==> src/rtl/opb_register_bank_ppc2simulink.sv <==
// OPB slave exposing C_NUM_REGS byte-writable, read-back 32-bit registers to user logic.
// Define OPB_REGBANK_SHADOW_EN for shadowed writes with an atomic commit word at idx C_NUM_REGS.
module opb_register_bank_ppc2simulink #(
  parameter logic [31:0] C_BASEADDR   = 32'h01004000,
  parameter logic [31:0] C_HIGHADDR   = 32'h010040FF,
  parameter int unsigned C_OPB_AWIDTH = 32,
  parameter int unsigned C_OPB_DWIDTH = 32,
  parameter int unsigned C_NUM_REGS   = 4,
  parameter logic [31:0] C_RESET_VAL  = 32'h00000000
) (
  input  logic                      OPB_Clk,
  input  logic                      OPB_Rst,
  input  logic [0:C_OPB_AWIDTH-1]   OPB_ABus,
  input  logic [0:3]                OPB_BE,
  input  logic [0:C_OPB_DWIDTH-1]   OPB_DBus,
  input  logic                      OPB_RNW,
  input  logic                      OPB_select,
  input  logic                      OPB_seqAddr,
  output logic [0:C_OPB_DWIDTH-1]   Sl_DBus,
  output logic                      Sl_errAck,
  output logic                      Sl_retry,
  output logic                      Sl_toutSup,
  output logic                      Sl_xferAck,
  output logic [C_NUM_REGS*32-1:0]  user_data_out,
  output logic [C_NUM_REGS-1:0]     user_wr_strobe
);

  typedef enum logic [1:0] {StIdle, StAck, StHold} state_e;
  typedef logic [C_NUM_REGS-1:0][31:0] bank_t;

  localparam bank_t ResetBank = {C_NUM_REGS{C_RESET_VAL}};

  state_e                state_q, state_d;
  logic                  rnw_q, rnw_d;
  logic [3:0]            be_q, be_d;
  logic [31:0]           wdata_q, wdata_d;
  logic [29:0]           idx_q, idx_d;
  bank_t                 data_q, data_d;
  logic [C_NUM_REGS-1:0] strobe_q, strobe_d;

  logic [31:0]           abus, offset, rdata;
  logic                  hit, wr_cycle;
  logic [C_NUM_REGS-1:0] sel, wr;
  bank_t                 src, upd;
  logic [31:0]           rd_chain [C_NUM_REGS+1];

`ifdef OPB_REGBANK_SHADOW_EN
  bank_t                 shadow_q, shadow_d;
  logic [C_NUM_REGS-1:0] dirty_q, dirty_d;
  logic                  commit;
`endif

  // BE[3] here is OPB_BE[0], i.e. the lane holding user bits 31:24.
  function automatic logic [31:0] merge_bytes(input logic [31:0] old_w, input logic [31:0] new_w,
                                              input logic [3:0] be);
    logic [31:0] mask;
    mask = {{8{be[3]}}, {8{be[2]}}, {8{be[1]}}, {8{be[0]}}};
    return (old_w & ~mask) | (new_w & mask);
  endfunction

  assign abus   = OPB_ABus;
  assign hit    = OPB_select && (abus >= C_BASEADDR) && (abus <= C_HIGHADDR);
  assign offset = abus - C_BASEADDR;

  assign wr_cycle = (state_q == StAck) && !rnw_q && (be_q != 4'h0);

`ifdef OPB_REGBANK_SHADOW_EN
  assign src    = shadow_q;
  assign commit = (state_q == StAck) && !rnw_q && (idx_q == 30'(C_NUM_REGS)) && wdata_q[31];
`else
  assign src    = data_q;
`endif

  assign rd_chain[0] = 32'h0;
  for (genvar i = 0; i < C_NUM_REGS; i++) begin : g_reg
    assign sel[i]        = (idx_q == 30'(i));
    assign wr[i]         = wr_cycle && sel[i];
    assign upd[i]        = wr[i] ? merge_bytes(src[i], wdata_q, be_q) : src[i];
    assign rd_chain[i+1] = rd_chain[i] | (sel[i] ? src[i] : 32'h0);
  end

  // Transfer FSM; the bus fields are captured on the hit so ACK works from stable copies.
  always_comb begin
    state_d = state_q;
    rnw_d   = rnw_q;
    be_d    = be_q;
    wdata_d = wdata_q;
    idx_d   = idx_q;
    unique case (state_q)
      StIdle: begin
        if (hit) begin
          state_d = StAck;
          rnw_d   = OPB_RNW;
          be_d    = OPB_BE;
          wdata_d = OPB_DBus;
          idx_d   = offset[31:2];
        end
      end
      StAck:   state_d = StHold;
      StHold:  if (!OPB_select) state_d = StIdle;
      default: state_d = StIdle;
    endcase
  end

  always_comb begin
`ifdef OPB_REGBANK_SHADOW_EN
    shadow_d = upd;
    dirty_d  = commit ? '0 : (dirty_q | wr);
    data_d   = commit ? shadow_q : data_q;
    strobe_d = commit ? dirty_q : '0;
    rdata    = (idx_q == 30'(C_NUM_REGS)) ? 32'(dirty_q) : rd_chain[C_NUM_REGS];
`else
    data_d   = upd;
    strobe_d = wr;
    rdata    = rd_chain[C_NUM_REGS];
`endif
  end

  always_ff @(posedge OPB_Clk) begin
    if (OPB_Rst) begin
      state_q  <= StIdle;
      rnw_q    <= 1'b0;
      be_q     <= 4'h0;
      wdata_q  <= 32'h0;
      idx_q    <= 30'h0;
      data_q   <= ResetBank;
      strobe_q <= '0;
`ifdef OPB_REGBANK_SHADOW_EN
      shadow_q <= ResetBank;
      dirty_q  <= '0;
`endif
    end else begin
      state_q  <= state_d;
      rnw_q    <= rnw_d;
      be_q     <= be_d;
      wdata_q  <= wdata_d;
      idx_q    <= idx_d;
      data_q   <= data_d;
      strobe_q <= strobe_d;
`ifdef OPB_REGBANK_SHADOW_EN
      shadow_q <= shadow_d;
      dirty_q  <= dirty_d;
`endif
    end
  end

  // Read data is gated to the ack cycle so the slave never pollutes the OR-ed bus.
  assign Sl_xferAck     = (state_q == StAck);
  assign Sl_DBus        = (Sl_xferAck && rnw_q) ? rdata : 32'h0;
  assign Sl_errAck      = 1'b0;
  assign Sl_retry       = 1'b0;
  assign Sl_toutSup     = 1'b0;
  assign user_data_out  = data_q;
  assign user_wr_strobe = strobe_q;

  logic unused_sig;
  assign unused_sig = ^{OPB_seqAddr, offset[1:0]};

endmodule

==> config.mk <==
export PLATFORM = sky130hd
export DESIGN_NAME = opb_register_bank_ppc2simulink
export DESIGN_NICKNAME = d
export VERILOG_FILES = /design/src/rtl/opb_register_bank_ppc2simulink.sv
export SDC_FILE = /design/constraint.sdc
export NUM_CORES = 1
export LEC_CHECK = 0
export ABC_AREA = 0
export CELL_PAD_IN_SITES_DETAIL_PLACEMENT = 1
export CELL_PAD_IN_SITES_GLOBAL_PLACEMENT = 1
export CORE_ASPECT_RATIO = 1.4
export CORE_MARGIN = 3
export CORE_UTILIZATION = 33
export CTS_CLUSTER_SIZE = 16
export DETAILED_ROUTE_END_ITERATION = 10
export PLACE_DENSITY_LB_ADDON = 0.1
export SLEW_MARGIN = 5
export SYNTH_ARGS = -nofsm -noshare
export SYNTH_HDL_FRONTEND = slang
export SYNTH_SLANG_ARGS = --single-unit
==> constraint.sdc <==
create_clock -name OPB_Clk -period 2.6 [get_ports OPB_Clk]
set_input_delay 0.52 -clock OPB_Clk [delete_from_list [all_inputs] [get_ports OPB_Clk]]
set_output_delay 0.52 -clock OPB_Clk [all_outputs]
set_load 0.02 [all_outputs]
==> impl_metrics.csv <==
group,metric,value,unit
timing,maxClockFrequency,364,MHz
routing,remaining_drc_errors,0,
layout,final_cell_mix,"clkdlybuf4s50_1, dfxtp_1, nor2_1",
critical_path,critPathCaptureType,"primary output",
logic_synthesis,async_flop_share,0,
global_routing,grt_max_degree,69,
die,start_util,0.336,
clock_tree,clockBufferDepth,3,
clock_tree,clk_latency,0.50,ns
die,io_pins,241,
clock_tree,numCtsBuffers,21,
routing,drt_first_pass_iters,4,
critical_path,r2r_slack,0.15,ns
critical_path,path_class,"reg -> out",
clock_tree,root_buffer,"clkbuf_16",
clock_tree,clk_pin_slew_worst_paths,0.07,ns
power,cellLeakagePower,5.11,nW
layout,drive_above_1_share,0.179,
layout,final_cells,1464,
timing,slew_headroom,0.487,
logic_synthesis,synth_top_area_share,0.470,
placed_design,place_inst,1426,
logic_synthesis,yosysSeqAreaShare,0.470,
routing,vias,7494,
global_routing,grt-ovfl-total,0,
critical_path,cp-start-kind,"flip-flop",
timing,fin_skew,0.0214,ns
timing,rsz0062_at_grt,"true",
logic_synthesis,synth_cell_types,36,
logic_synthesis,syn-instance-count,863,
global_routing,grt_use_total,0.193,
critical_path,crit_arrival,2.23,ns
logic_synthesis,synth_flop_cell,"dfxtp_1",
routing,drt-wirelength-per-cell,19.0,µm
global_routing,grt_pass1_wl,43500,µm
power,power_density,509,nW/µm²
critical_path,required,2.08,ns
clock_tree,cts_tree,"built",
layout,final_common_cell,"clkdlybuf4s50_1",
logic_synthesis,syn_area_per_cell,9.92,µm²
routing,drt_iter0_drc,250,
layout,area_growth,46.4,%
global_routing,antenna_found_initial,0,
power,ir_drop,0.463,mV
logic_synthesis,synth-seq-cells,201,
timing,finalMaxSlewViolations,0,
routing,ant_nets,0,
power,report.power.total,0.00638,W
timing,hold-worst-slack,0.452,ns
die,dieArea,27900,µm²
clock_tree,cts_hold_buf,0,
timing,worstMarginPinSlew,0.769,ns
routing,wl,27800,µm
run_status,violations,"negative setup slack",
placed_design,place.gp.congestion,0.782,
layout,n_fill_cell,2821,
timing,hold_viol,0,
die,core_region_area,25500,µm²
hold_path,hold_class,"reg -> reg",
placed_design,pre_cts_ws,-0.476,ns
timing,setup_viol,32,
clock_tree,htree_levels,1,
logic_synthesis,synth-edff-count,0,
die,fp.dieW,142,µm
run_status,outcome,"finished, violations left",
die,core.rowCount,69,
clock_tree,cts_sinks,201,
layout,fin_nets,1208,
critical_path,cp_max_fo,17,
global_routing,grt_pass1_vias,7627,
die,die_h,197,µm
logic_synthesis,synth_area_leaders,"dfxtp_1, mux2i_1, mux4_2",
logic_synthesis,synth_area,8560,µm²
timing,period_share,1.06,
timing,layout_setup_ws,-0.149,ns
placed_design,port_buffers,236,
layout,diodes,0,
timing,fin_crit,2.75,ns
placed_design,hpwl,19900,µm
logic_synthesis,yosys.area.top_type,"dfxtp_1",
logic_synthesis,yosys_warnings,0,
routing,vias_per_cell,5.12,
timing,timing.setup.tns,-4.08,ns
run,max_cap_viol_count,0,
==> cell families after synthesis <==
logic type | count (synthesis) | synth area share
AO/OA/AOI/OAI | 128 | 0.0844
other | 1 | 0.000438
AND/OR/NAND/NOR | 295 | 0.173
flip-flops | 201 | 0.470
multiplexers | 160 | 0.234
adder cells (fa/ha/maj) | 2 | 0.00292
buffers and inverters | 76 | 0.0348
==> layout make-up <==
type / count / area [µm²] / share of cell area
Clock buffer: 28 / 592 / 0.0472
Clock inverter: 7 / 92.6 / 0.00739
Inverter: 3 / 11.3 / 0.000899
Multi-Input combinational cell: 588 / 4340 / 0.346
Sequential cell: 201 / 4030 / 0.322
Tap cell: 319 / 399 / 0.0319
Timing Repair Buffer: 318 / 3070 / 0.245
==> synthesized netlist by cell type, types with 2 or more instances <==
cell / n
nand2_1: 16
buf_4: 3
nor4b_1: 2
a21o_1: 8
clkbuf_1: 62
or3_1: 2
o21ai_0: 50
nor2b_1: 36
nand2b_1: 2
or4_1: 18
a211oi_1: 2
nand3_1: 55
nor4_4: 4
dfxtp_1: 201
nor3_1: 5
nor4_1: 10
o21a_1: 7
nor2_1: 136
mux2i_1: 128
and2_1: 4
mux4_2: 32
inv_1: 3
a21oi_1: 55
buf_1: 7
nand4_1: 3
ha_1: 2
==> worst paths after layout <==
path / endpoint / depth (start not counted) / startpoint
worst max-delay path: Sl_DBus[7] / 7 / idx_q[7]$_SDFFE_PP0P_
worst max register to register: flip-flop / 10 / idx_q[7]$_SDFFE_PP0P_
worst min-delay path: idx_q[26]$_SDFFE_PP0P_ / 1 / idx_q[26]$_SDFFE_PP0P_
worst min register to register: idx_q[26]$_SDFFE_PP0P_ / 1 / idx_q[26]$_SDFFE_PP0P_
==> through the flow <==
stage,utilization,instance area [µm²]
final,0.492,12500
after global routing,0.492,12500
after CTS,0.489,12400
after detailed placement,0.462,11800
after global placement,0.462,11800
after floorplan,-,8570
==> metal layers <==
layer | track usage | routed length, µm | vias to the layer above
met1 | 0.236 | 11400 | 3674
met2 | 0.359 | 14700 | 192
met3 | 0.0252 | 1250 | 31
li1 | - | - | 3597
met5 | 0 | 0 | -
met4 | 0.0402 | 433 | 0
==> what timing repair did <==
item,in CTS,in global routing
endpoints found under the setup margin,32,118
resized for setup,173,21
hold endpoints to repair,0,0
setup buffers,3,0
pin swaps,2,0
==> critical path: stages (launching register included) <==
cell and delay, ns:
dfxtp_2 0.33, nor4_4 0.25, buf_4 0.15, nand4_1 0.12, or3_4 0.40, buf_12 0.18, nor2b_1 0.12, buf_4 0.15
==> power by group <==
| part | total (W) | switching (W) | internal [W] |
|---|---|---|---|
| combinational | 0.000278 | 0.000133 | 0.000145 |
| clock | 0.00302 | 0.00123 | 0.00180 |
| sequential | 0.00308 | 0.00000000296 | 0.00308 |
| total | 0.00638 | 0.00136 | 0.00502 |
(Power assumes the default switching activity.)
